`src/rtl/imem_loader.sv`:
```
// Program-load front end: receives a framed byte stream, writes little-endian
// 32-bit words into instruction memory and releases the core once the checksum matches.
module imem_loader #(
  parameter int ADDR_W    = 8,
  parameter int MAX_WORDS = 256
) (
  input  logic              clk_i,
  input  logic              reset_i,
  input  logic              start_i,
  input  logic              byte_valid_i,
  input  logic [7:0]        byte_data_i,
  output logic              byte_ready_o,
  output logic              imem_we_o,
  output logic [ADDR_W-1:0] imem_addr_o,
  output logic [31:0]       imem_wdata_o,
  output logic              core_reset_o,
  output logic              core_run_o,
  output logic              busy_o,
  output logic              error_o,
  output logic [ADDR_W:0]   words_loaded_o
);

  // state   | meaning
  // IDLE    | waiting for first start after reset
  // LEN_LO  | expecting low byte of word count
  // LEN_HI  | expecting high byte of word count
  // DATA    | receiving payload bytes, writing each completed word
  // CHECK   | expecting checksum byte
  // DONE    | image verified, core running
  // ERROR   | oversize image or checksum mismatch, core held in reset
  typedef enum logic [2:0] {
    S_IDLE, S_LEN_LO, S_LEN_HI, S_DATA, S_CHECK, S_DONE, S_ERROR
  } state_e;

  state_e            state_q, state_d;
  logic [15:0]       len_q, len_d;
  logic [1:0]        cnt_q, cnt_d;
  logic [23:0]       asm_q, asm_d;
  logic [7:0]        csum_q, csum_d;
  logic [ADDR_W:0]   words_q, words_d;
  logic              we_q, we_d;
  logic [ADDR_W-1:0] addr_q, addr_d;
  logic [31:0]       wdata_q, wdata_d;

  logic              xfer;
  logic [15:0]       len_full;
  logic [ADDR_W:0]   words_inc;

  assign byte_ready_o = (state_q == S_LEN_LO) || (state_q == S_LEN_HI) ||
                        (state_q == S_DATA)   || (state_q == S_CHECK);
  assign busy_o       = byte_ready_o;
  assign error_o      = (state_q == S_ERROR);
  assign core_run_o   = (state_q == S_DONE);
  assign core_reset_o = (state_q != S_DONE);

  assign imem_we_o      = we_q;
  assign imem_addr_o    = addr_q;
  assign imem_wdata_o   = wdata_q;
  assign words_loaded_o = words_q;

  assign xfer      = byte_valid_i & byte_ready_o;
  assign len_full  = {byte_data_i, len_q[7:0]};
  assign words_inc = words_q + {{ADDR_W{1'b0}}, 1'b1};

  always_comb begin
    state_d = state_q;
    len_d   = len_q;
    cnt_d   = cnt_q;
    asm_d   = asm_q;
    csum_d  = csum_q;
    words_d = words_q;
    we_d    = 1'b0;
    addr_d  = addr_q;
    wdata_d = wdata_q;

    unique case (state_q)
      S_IDLE, S_DONE, S_ERROR: begin
        if (start_i) begin
          state_d = S_LEN_LO;
          words_d = '0;
          csum_d  = '0;
          cnt_d   = '0;
        end
      end
      S_LEN_LO: begin
        if (xfer) begin
          len_d[7:0] = byte_data_i;
          state_d    = S_LEN_HI;
        end
      end
      S_LEN_HI: begin
        if (xfer) begin
          len_d = len_full;
          if ({1'b0, len_full} > 17'(MAX_WORDS)) state_d = S_ERROR;
          else if (len_full == 16'd0)           state_d = S_CHECK;
          else                                   state_d = S_DATA;
        end
      end
      S_DATA: begin
        if (xfer) begin
          csum_d = csum_q ^ byte_data_i;
          cnt_d  = cnt_q + 2'd1;
          unique case (cnt_q)
            2'd0: asm_d[7:0]   = byte_data_i;
            2'd1: asm_d[15:8]  = byte_data_i;
            2'd2: asm_d[23:16] = byte_data_i;
            default: begin
              // Fourth byte completes the word; the strobe lands next cycle
              // while the stream keeps flowing.
              we_d    = 1'b1;
              addr_d  = words_q[ADDR_W-1:0];
              wdata_d = {byte_data_i, asm_q};
              words_d = words_inc;
              if (17'(words_inc) == {1'b0, len_q}) state_d = S_CHECK;
            end
          endcase
        end
      end
      S_CHECK: begin
        if (xfer) state_d = (byte_data_i == csum_q) ? S_DONE : S_ERROR;
      end
      default: state_d = S_IDLE;
    endcase
  end

  always_ff @(posedge clk_i or posedge reset_i) begin
    if (reset_i) begin
      state_q <= S_IDLE;
      len_q   <= '0;
      cnt_q   <= '0;
      asm_q   <= '0;
      csum_q  <= '0;
      words_q <= '0;
      we_q    <= 1'b0;
      addr_q  <= '0;
      wdata_q <= '0;
    end else begin
      state_q <= state_d;
      len_q   <= len_d;
      cnt_q   <= cnt_d;
      asm_q   <= asm_d;
      csum_q  <= csum_d;
      words_q <= words_d;
      we_q    <= we_d;
      addr_q  <= addr_d;
      wdata_q <= wdata_d;
    end
  end

endmodule

```
`config.mk`:
```
export PLATFORM = sky130hd
export DESIGN_NAME = imem_loader
export DESIGN_NICKNAME = d
export VERILOG_FILES = /design/src/rtl/imem_loader.sv
export SDC_FILE = /design/constraint.sdc
export NUM_CORES = 1
export LEC_CHECK = 0
export ABC_AREA = 1
export BUFFER_PORTS_ARGS = -buffer_cell sky130_fd_sc_hd__buf_2
export CORE_MARGIN = 2
export CORE_UTILIZATION = 60
export DETAILED_ROUTE_END_ITERATION = 8
export PLACE_DENSITY = 0.87
export SLEW_MARGIN = 20
export SYNTH_ARGS = -nofsm -noshare
export SYNTH_HDL_FRONTEND = slang
export SYNTH_SLANG_ARGS = --single-unit
```
`constraint.sdc`:
```
create_clock -name clk_i -period 4.9 [get_ports clk_i]
set_clock_uncertainty 0.1 [all_clocks]
set_input_delay 0.245 -clock clk_i [delete_from_list [all_inputs] [get_ports clk_i]]
set_output_delay 0.245 -clock clk_i [all_outputs]
set_load 0.005 [all_outputs]
```
# After elaboration in Yosys (flattened, before gate mapping)
# Cells that the tools add are included.
# classes
n_addsub,2
magnitude_cmp,1
n_eq_ne,18
muxes,26
n_bitwise,4
reduce_logical,18
# ops
op,count
$pmux W8 S2,2
$mux W3,9
$mux W9,3
$mux W8,3
$pmux W9 S2,1
$reduce_and A3 Y1,6
$eq A9 B16 Y1,1
$gt A16 B9 Y1 const B,1
$logic_not A16 Y1,1
$pmux W3 S5,1
$ne A2 B2 Y1 const B,6
$add A9 B1 Y9 const B,1
$eq A3 B3 Y1 const B,3
$eq A8 B8 Y1,1
$xor A8 B8 Y8,1
$reduce_and A7 Y1,1
$eq A3 B2 Y1 const B,2
$mux W2,3
$reduce_or A3 Y1,2
$pmux W2 S2,1
$reduce_and A4 Y1,1
$eq A3 B1 Y1 const B,1
$logic_not A3 Y1,1
$logic_or A1 B1 Y1,3
other kinds (11),14
# word_totals
reg_bits,103

# Depth between registers and ports, before layout
# Gate-level depths: netlist of the first run.
# logic_depth
word_depth,7
mapped_depth,14
ltp_nobuf,14

# Worst setup path before layout of the first run
# OpenSTA, ideal clock, no wires.
# synth_timing
kind,register to register
startpoint,register words_q[0] (netlist: words_loaded_o[0])
endpoint,register state_q[2]
arrival_time_ps,1582
required_ps,4683
slack_ps,3101
stages_incl_launch_ff,15
n_path_buf,0
synth_period_minus_slack_ps,1799
cell_sequence,dfrtp_1 -> ha_1 -> nand3_1 -> inv_1 -> nand2_1 -> nand2_1 -> nand2_1 -> nand2_1 -> nand2_1 -> nor2_1 -> nand3_1 -> nand2_1 -> nand2_1 -> nand2_1 -> nand2_1
# synth_between
elab_chain_cells,4
# synth_rtl
item,line_no,source
"start, declared",40,"logic [ADDR_W:0] words_q, words_d;"
"start signal, assigned",143,words_q <= words_d;
$add A9 B1 Y9,63,"assign words_inc = words_q + {{ADDR_W{1'b0}}, 1'b1};"
$eq A9 B16 Y1,114,"if (17'(words_inc) == {1'b0, len_q}) state_d = S_CHECK;"
$ne A2 B1 Y1 (no source line),-,
$reduce_and A7 Y1 (no source line),-,
"end signal, assigned",138,state_q <= state_d;
"end, declared",35,"state_e state_q, state_d;"
# No other way between the ends.
# A chain may end at the register's enable or synchronous reset.

# Worst setup path after layout of the first run
# layout_timing
startpoint,register state_q[1]
endpoint,register wdata_q[11] (netlist: imem_wdata_o[11])
# layout_between
elab_chain_cells,6
# layout_rtl
item,line_no,source
$eq A3 B1 Y1 or $eq A3 B2 Y1 (tied branches),49,assign byte_ready_o = (state_q == S_LEN_LO) || (state_q == S_LEN_HI) ||
$logic_or A1 B1 Y1 (2 in a row),49,
$logic_or A1 B1 Y1,50,(state_q == S_DATA) || (state_q == S_CHECK);
$and A1 B1 Y1,61,assign xfer = byte_valid_i & byte_ready_o;
$reduce_and A3 Y1 (no source line) (*),-,
"end signal, assigned",146,wdata_q <= wdata_d;
"end, declared",43,"logic [31:0] wdata_q, wdata_d;"
# Every way passes the cells marked *; elsewhere a longest branch is shown, timed or not.

==> reports/metrics.yaml, run 1 <==
wl_per_cell_um: 14.9
ant_nets: 0
hold_viol: 0
cts_tree: "yes"
crit_type: "reg -> reg"
power.leakage_nw: 2.85
synthCells: 528
post_cts_buffers: 0
grt_pass1_vias: 3615
swShare_pct: 35.9
cts_buffers: 9
ios: 67
area_growth_pct: 12.9
cp-end-kind: "flop"
finalMaxSlewViolations: 0
synth_area_um2: 4570
cap_violations: 0
min-delay-start: "byte_data_i[0]"
wl_um: 10400
cts_sinks: 103
max_freq_mhz: 426
hold_path_end: "csum_q[0]"
finalSetupTns_ns: 0
dr.pass1.iters: 4
p_seq_share_pct: 49.4
maxSlewHeadroom_pct: 49.5
clock_latency_ns: 0.37
synth_cell_type_count: 31
dieArea_um2: 8320
synthesis.nets: 545
hold_path.class: "in -> reg"
finalSetupViolCount: 0
avgSynthCellArea_um2: 8.65
hold_buffers: 1
r2r_end: "imem_wdata_o[11]"
start_util_pct: 62.6
antenna_found_initial: 0
layout.nets: 609
tightest_slew_ns: 0.757
fin_hold_ws_ns: 0.125
cts_root_buf: "clkbuf_8"
ff2ff_setup_slack_ns: 2.55
critPathLaunchType: "flop"
grt_first_pass_wirelength_um: 17100
core-area_um2: 7290
crit_fanout: 61
drc_errors: 0
clkPwrFrac_pct: 24.2
fin_crit_sh_pct: 47.9
p_int_mw: 1.47
ctsHtreeMaxLevel: 3
antenna_cells: 0
overflow: 0
p_sw_mw: 0.825
grt_max_degree: 63
fin_crit_ns: 2.35
vias_per_cell: 5.42
clkTransAtPathRegs_ns: 0.10
ir_drop_mv: 0.248
port_buffers: 66
yosys_warnings: 0
ys_ff_latch: 103
die_w_um: 91.2
drive_gt1_share_pct: 16.2
power_frac_comb_pct: 26.4
powerDensity_nw_per_um2: 446
hold-path-cell-count: 3
num_rows: 31
vias: 3775
rr_startpoint: "state_q[1]"
worstPathRequired_ns: 5.07
drtIter0Drc: 240
fp.dieH_um: 91.2
seq_area_frac_synth_pct: 56.5
cp.arrival_ns: 2.51
hpwl_um: 6810
status: "completed"
cts_buffer_depth: 2
r2r_cells: 8
rsz0062_at_grt: "no"
cts_resized: 0
track_usage_pct: 26.2
gp_congestion: 0.876
## layer usage
layer | wire [µm] | track usage (%) | vias to the layer above | part of all wire, %
li1 | - | - | 1812 | -
met1 | 4600 | 35.4 | 1809 | 44
met2 | 4990 | 42.3 | 131 | 48
met3 | 559 | 5.06 | 23 | 5.4
met4 | 228 | 10.5 | 0 | 2.2
met5 | 0 | 0 | - | 0
## cells by family (layout without fill, tap and decap cells)
family / Yosys count / after routing / synth area share [%]
AO/OA/AOI/OAI: 78 / 78 / 9.34
buffers and inverters: 60 / 129 / 5.73
adder cells (fa/ha/maj): 5 / 5 / 1.37
XOR/XNOR: 8 / 8 / 1.53
flip-flops: 103 / 103 / 56.5
AND/OR/NAND/NOR: 274 / 274 / 25.6
## state kept, by name, summed over array words and instances (netlist names)
register        flops
len_q              16
imem_we_o           1
cnt_q               2
imem_addr_o         8
csum_q              8
imem_wdata_o       32
asm_q              24
words_loaded_o      9
state_q             3
## placed cells by master, fill, tap and decap left out, types with 9 or more instances in the layout
cell / n
buf_2: 66
clkbuf_8: 9
dfrtp_1: 103
inv_1: 40
nand2_1: 203
nand3_1: 28
nor2_1: 21
o21ai_0: 52
o21ai_1: 13
## cells in the mapped netlist, drive strengths merged
| cell type | n | area share [%] |
|---|---|---|
| nand2 | 207 | 18 |
| dfrtp | 103 | 56 |
| o21ai | 65 | 7.1 |
| inv | 44 | 3.6 |
| nand3 | 28 | 3.1 |
| nor2 | 24 | 2.5 |
| buf | 11 | 1.7 |
| nor3 | 7 | 1.1 |
| ha | 5 | 1.4 |
| nand4 | 5 | 0.69 |
| o22ai | 5 | 0.69 |
| a22o | 4 | 0.77 |
| clkbuf | 4 | 0.33 |
| xnor2 | 4 | 0.77 |
| xor2 | 4 | 0.77 |
| nand3b | 2 | 0.33 |
| o21bai | 2 | 0.33 |
| a211oi | 1 | 0.27 |
| a21boi | 1 | 0.16 |
| and2 | 1 | 0.14 |
| clkinv | 1 | 0.11 |
## area by class of cell
type                            count  area, µm²
Multi-Input combinational cell    365       1730
Sequential cell                   103       2580
Tap cell                           99        124
Clock buffer                       10        128
Inverter                           45        173
Fill cell                         581       2140
Clock inverter                      6       76.3
Timing Repair Buffer               68        348
## power groups by stage
stage,logic (mW),clock network [mW],registers [mW]
3_5_place_dp,0.592,0,1.14
6_report,0.605,0.556,1.13
3_3_place_gp,0.566,0,1.14
5_1_grt,0.687,0.588,1.15
4_1_cts,0.603,0.557,1.13
2_1_floorplan,0.469,0,1.11
## stage by stage
| step | power, mW | utilization (%) | setup slack [ns] | instance area, µm² | cells |
|---|---|---|---|---|---|
| finish | 2.30 | 70.7 | 2.55 | 5150 | 696 |
| global route | 2.43 | 70.7 | 2.35 | 5150 | 696 |
| CTS | 2.29 | 70.7 | 2.55 | 5150 | 696 |
| detailed placement | 1.73 | 67.7 | 2.55 | 4940 | 679 |
| global placement | 1.70 | 67.7 | 2.64 | 4940 | 679 |
| floorplan | 1.58 | - | 1.85 | 4570 | 528 |
## worst max path at each step
stage / from / to / slack (ns) / cells past startpoint
CTS: state_q[0] / imem_wdata_o[11] / 2.55 / 8
floorplan: reset_i / asm_q[0] / 1.85 / 1
finish: state_q[1] / imem_wdata_o[11] / 2.55 / 8
global route: state_q[1] / imem_addr_o[0] / 2.35 / 8
detailed placement: state_q[0] / words_loaded_o[4] / 2.55 / 8
global placement: state_q[1] / words_loaded_o[6] / 2.64 / 8
## critical path, stage by stage, from the launching register on
cell      delay, ns
dfrtp_1        0.44
inv_2          0.12
nor3_4         0.06
inv_2          0.13
nor2_8         0.08
nand2_4        0.47
clkinv_2       0.55
nand2_1        0.22
nand2_1        0.07
Note: power is estimated with default switching activity, not from simulation.
==> run 2, diff against run 1 <==
ABC_AREA = 0   (was 1)
CORE_UTILIZATION = 57   (was 60)
PLACE_DENSITY = 0.83   (was 0.87)
clock period = 2.38 ns   (was 4.9 ns; I/O delays follow)
==> run 2 against run 1 <==
  * Sequential cell count stayed put
  * Critical endpoint is now state_q[1]
  * Maximum frequency increased by 12%
  * Via count shrank 14%
  * First-iteration DRC count is 30% lower
  * Power up 120%
  * Cell area grew 5.9%
  * Register-to-register slack worse by 2.3 ns
  * Critical path depth fell by 2
  * Non-clock buffer count is 15 higher
  * Sequential power up 120%
  * Die area up 9.3%
  * Critical path type unchanged
==> reports/metrics.yaml, run 2 <==
status: "completed"
drive_gt1_share_pct: 40.9
start_util_pct: 58.5
finalMaxSlewViolations: 0
fin_crit_sh_pct: 87.8
antenna_cells: 0
ir_drop_mv: 0.487
synthesis.nets: 406
grt_max_degree: 49
crit_type: "reg -> reg"
crit_fanout: 15
cp.arrival_ns: 2.26
dr.pass1.iters: 5
path_cells: "nand4_2 > or3_1 > or2_1 > a41oi_2 > a21oi_1 > o22a_1"
power.leakage_nw: 2.71
post_cts_buffers: 0
synth_area_um2: 4760
cts_root_buf: "clkbuf_8"
finalSetupTns_ns: 0
drtIter0Drc: 169
cts_buffer_depth: 2
antenna_found_initial: 0
largest_reg_flops: 32
core-area_um2: 8130
avgSynthCellArea_um2: 12.2
yosysMostFrequentCell: "dfrtp_1"
hpwl_um: 6870
cts_sinks: 103
ctsHtreeMaxLevel: 3
grt_pass1_vias: 3249
cp-end-kind: "flop"
yosysTopAreaCellShare_pct: 54.2
layout_commonest_cell: "dfrtp_1"
synthArstFlopShare_pct: 100
powerDensity_nw_per_um2: 944
layout.nets: 475
wl_um: 10100
finalSetupViolCount: 0
critPathLaunchType: "flop"
ys_ff_latch: 103
max_freq_mhz: 478
synth_top_area_cell: "dfrtp_1"
placedCellCount: 549
overflow: 0
dieArea_um2: 9090
final_cell_mix: "dfrtp_1, mux2_2, buf_2, o21ai_0, nor2_1"
vias_per_cell: 5.76
wl_per_cell_um: 17.9
yosys_warnings: 0
cpMaxStageDelayCell: "dfrtp_1"
grt_first_pass_wirelength_um: 16500
fin_crit_ns: 2.09
worstPathRequired_ns: 2.55
hold_buffers: 3
clock_latency_ns: 0.37
cp_top_family: "simple AND/OR/NAND/NOR gates"
synthCells: 389
seq_area_frac_synth_pct: 54.2
power_mw: 5.15
vias: 3265
fp.dieH_um: 95.4
cts_tree: "yes"
ios: 67
cts_buffers: 9
num_rows: 33
drc_errors: 0
clkTransAtPathRegs_ns: 0.10
fin_cells: 567
cpPeakStageDelay_ns: 0.60
cap_violations: 0
synth_cell_type_count: 54
hold_viol: 0
synth_edf_count: 0
die_w_um: 95.4
fin_hold_ws_ns: 0.00623
hold_path.class: "in -> reg"
area_growth_pct: 14.7
maxSlewHeadroom_pct: 63.0
gp_congestion: 0.870
rsz0062_at_grt: "no"
ant_nets: 0
port_buffers: 66
track_usage_pct: 24.3
synthTopCellsByCount: "dfrtp_1, mux2_2, o21ai_0"
worst-path-buf-inv: 0
cts_resized: 0
tightest_slew_ns: 0.549
synth-main-ff-cell: "dfrtp_1"
synth_area_leaders: "dfrtp_1, mux2_2, o21ai_0"
==> run 2: changes by cell type after synthesis, moves of 13 or more <==
| cell | before | now |
|---|---|---|
| mux2_2 | 0 | 82 |
| o21ai_1 | 13 | 0 |
| nand2_1 | 203 | 21 |
| nand3_1 | 28 | 7 |
| o21ai_0 | 52 | 32 |
| inv_1 | 41 | 7 |
==> run 2: cells by family (layout without fill, tap and decap cells) <==
logic type,after synthesis,after routing,synth area share [%]
AO/OA/AOI/OAI,64,64,8.73
AND/OR/NAND/NOR,83,83,9.41
flip-flops,103,103,54.2
XOR/XNOR,19,19,3.50
buffers and inverters,32,105,3.26
adder cells (fa/ha/maj),5,5,1.31
multiplexers,83,83,19.6
==> run 2: worst paths after layout <==
check                             startpoint               to  depth (start not counted)  slack (ns)
hold reg to reg               imem_addr_o[0]   imem_addr_o[0]                          1        0.41
hold / removal                byte_data_i[2]        csum_q[2]                          3       0.006
setup / recovery           words_loaded_o[3]       state_q[1]                          6        0.29
min in group asynchronous            reset_i   imem_addr_o[5]                          3        0.17
max in group asynchronous            reset_i  imem_wdata_o[8]                          4        1.42
setup reg to reg           words_loaded_o[3]       state_q[1]                          6        0.29
==> run 2: tightest hold or removal path, stage by stage <==
cell and delay [ns]:
buf_2 0.18, nand2_1 0.08, o21ai_0 0.06
==> run 2: report_power, final <==
part           switching (mW)  internal (mW)  total, mW
logic                   0.704          0.782       1.49
registers               0.348           2.17       2.52
clock network           0.642          0.501       1.14
total                    1.69           3.46       5.15
==> run 2: cell type report <==
cell class	instances	area [µm²]
fill	600	2680
sequential	103	2580
multi-input combinational	254	2030
timing repair buffer	83	490
tap	105	131
clock buffer	9	124
clock inverter	6	77.6
inverter	7	30.0
==> run 2: metal layers <==
| layer | part of all wire, % | vias to the layer above | GRT usage, % |
|---|---|---|---|
| li1 | - | 1519 | - |
| met1 | 44 | 1667 | 32.1 |
| met2 | 50 | 69 | 40.6 |
| met3 | 4.4 | 10 | 3.87 |
| met4 | 1.1 | 0 | 8.94 |
| met5 | 0 | - | 0 |
==> run 2: metrics by stage <==
stage,util [%],cell area (µm²),setup WS [ns]
floorplan,-,4760,0.307
global placement,64.3,5230,0.370
detailed placement,64.3,5230,0.302
CTS,67.1,5460,0.287
global route,67.1,5460,0.151
finish,67.1,5460,0.289
==> run 3, diff against run 2 <==
CORE_UTILIZATION = 59   (was 57)
CTS_BUF_LIST = sky130_fd_sc_hd__clkbuf_2   (was not set)
PLACE_DENSITY = 0.86   (was 0.83)
==> run 3 against run 2 <==
  * Combinational power grew 3%
  * Sequential cell count is the same
  * Critical endpoint unchanged
  * Power fell by 3.9%
  * Critical path type unchanged
  * Wire length grew 3.7%
  * Cell area is 0.18% higher
  * Final cell count increased by 1.1%
==> reports/metrics.yaml, run 3 (synthesis gave the netlist of run 2 again) <==
status: "completed"
cp.arrival_ns: 2.52
start_util_pct: 61.3
largest_reg_flops: 32
hold_viol: 0
grt_pass1_vias: 3407
ios: 67
maxSlewHeadroom_pct: 59.2
ant_nets: 0
wl_per_cell_um: 18.3
fp.dieH_um: 93.8
placedCellCount: 546
track_usage_pct: 25.1
power.leakage_nw: 2.72
drtIter0Drc: 146
cts_root_buf: "clkbuf_2"
cts_buffers: 9
final_cell_mix: "dfrtp_1, mux2_2, buf_2, o21ai_0, nor2_1"
port_buffers: 66
overflow: 0
fillers: 549
hold_buffers: 11
powerDensity_nw_per_um2: 905
worstPathRequired_ns: 2.76
fin_crit_ns: 2.14
crit_type: "reg -> reg"
cts_tree: "yes"
drc_errors: 0
vias: 3368
wl_um: 10500
die_w_um: 93.8
drive_gt1_share_pct: 40.3
clock_latency_ns: 0.57
antenna_found_initial: 0
post_cts_buffers: 0
grt_first_pass_wirelength_um: 17000
cts_buffer_depth: 2
num_rows: 32
ctsHtreeMaxLevel: 3
vias_per_cell: 5.88
fin_util_pct: 70.4
dr.pass1.iters: 4
rsz0062_at_grt: "no"
cp-end-kind: "flop"
fin_crit_sh_pct: 89.9
finalMaxSlewViolations: 0
critPathLaunchType: "flop"
layout_commonest_cell: "dfrtp_1"
gp_congestion: 0.881
grt_max_degree: 42
cts_resized: 0
tightest_slew_ns: 0.610
cap_violations: 0
ff_latch_area_um2: 2580
cts_sinks: 103
layout.nets: 483
area_growth_pct: 14.9
finalSetupTns_ns: 0
crit_fanout: 8
fin_cells: 573
max_freq_mhz: 468
core-area_um2: 7770
multi_input_area_um2: 2030
finalSetupViolCount: 0
dieArea_um2: 8800
power_mw: 4.95
antenna_cells: 0
ir_drop_mv: 0.591
hold_path.class: "in -> async"
clkTransAtPathRegs_ns: 0.28
hpwl_um: 7130
run 3: where the power goes:
group / leakage, nW / total [mW] / internal (mW) / switching (mW)
Sequential: 1.37 / 2.53 / 2.17 / 0.356
Clock: 0.0738 / 0.893 / 0.267 / 0.626
Combinational: 1.28 / 1.53 / 0.795 / 0.733
Total: 2.72 / 4.95 / 3.23 / 1.72
run 3: worst paths after layout:
| kind | start | end | slack [ns] | cells after the start |
|---|---|---|---|---|
| setup / recovery | words_loaded_o[1] | state_q[1] | 0.24 | 7 |
| hold reg to reg | asm_q[9] | imem_wdata_o[9] | 0.42 | 1 |
| min in group clk_i | byte_data_i[2] | csum_q[2] | 0.34 | 4 |
| setup reg to reg | words_loaded_o[1] | state_q[1] | 0.24 | 7 |
| max in group asynchronous | reset_i | state_q[0] | 1.55 | 4 |
| hold / removal | reset_i | imem_addr_o[2] | 0.04 | 3 |
run 3: cell type report:
type,instances,share of cell area (%)
multi-input cells,254,37.1
well taps,102,2.33
repair buffers,91,10.4
inverters,7,0.549
flip-flops and latches,103,47.1
clock inverters,7,1.65
clock buffers,9,0.824
run 3: per-stage QoR:
step / area [µm²] / hold WS [ns] / setup slack (ns)
floorplan: 4760 / 0.278 / 0.307
finish: 5470 / 0.0411 / 0.241
detailed placement: 5220 / 0.127 / 0.272
global route: 5470 / 0.0407 / 0.117
global placement: 5220 / 0.120 / 0.332
CTS: 5470 / 0.0116 / 0.242
run 3: routing by layer:
layer	wire length, µm	vias up	GRT usage [%]
li1	-	1540	-
met1	4350	1689	33.2
met2	5380	121	42.4
met3	623	18	4.82
met4	146	0	7.25
met5	0	-	0
run 3: worst max-delay path, cell delays in order (launching register included):
cell and delay (ns):
dfrtp_1 0.58, ha_1 0.23, nand2_1 0.13, or3b_1 0.41
a21oi_1 0.14, and4bb_1 0.23, a21oi_1 0.09, o22a_1 0.16
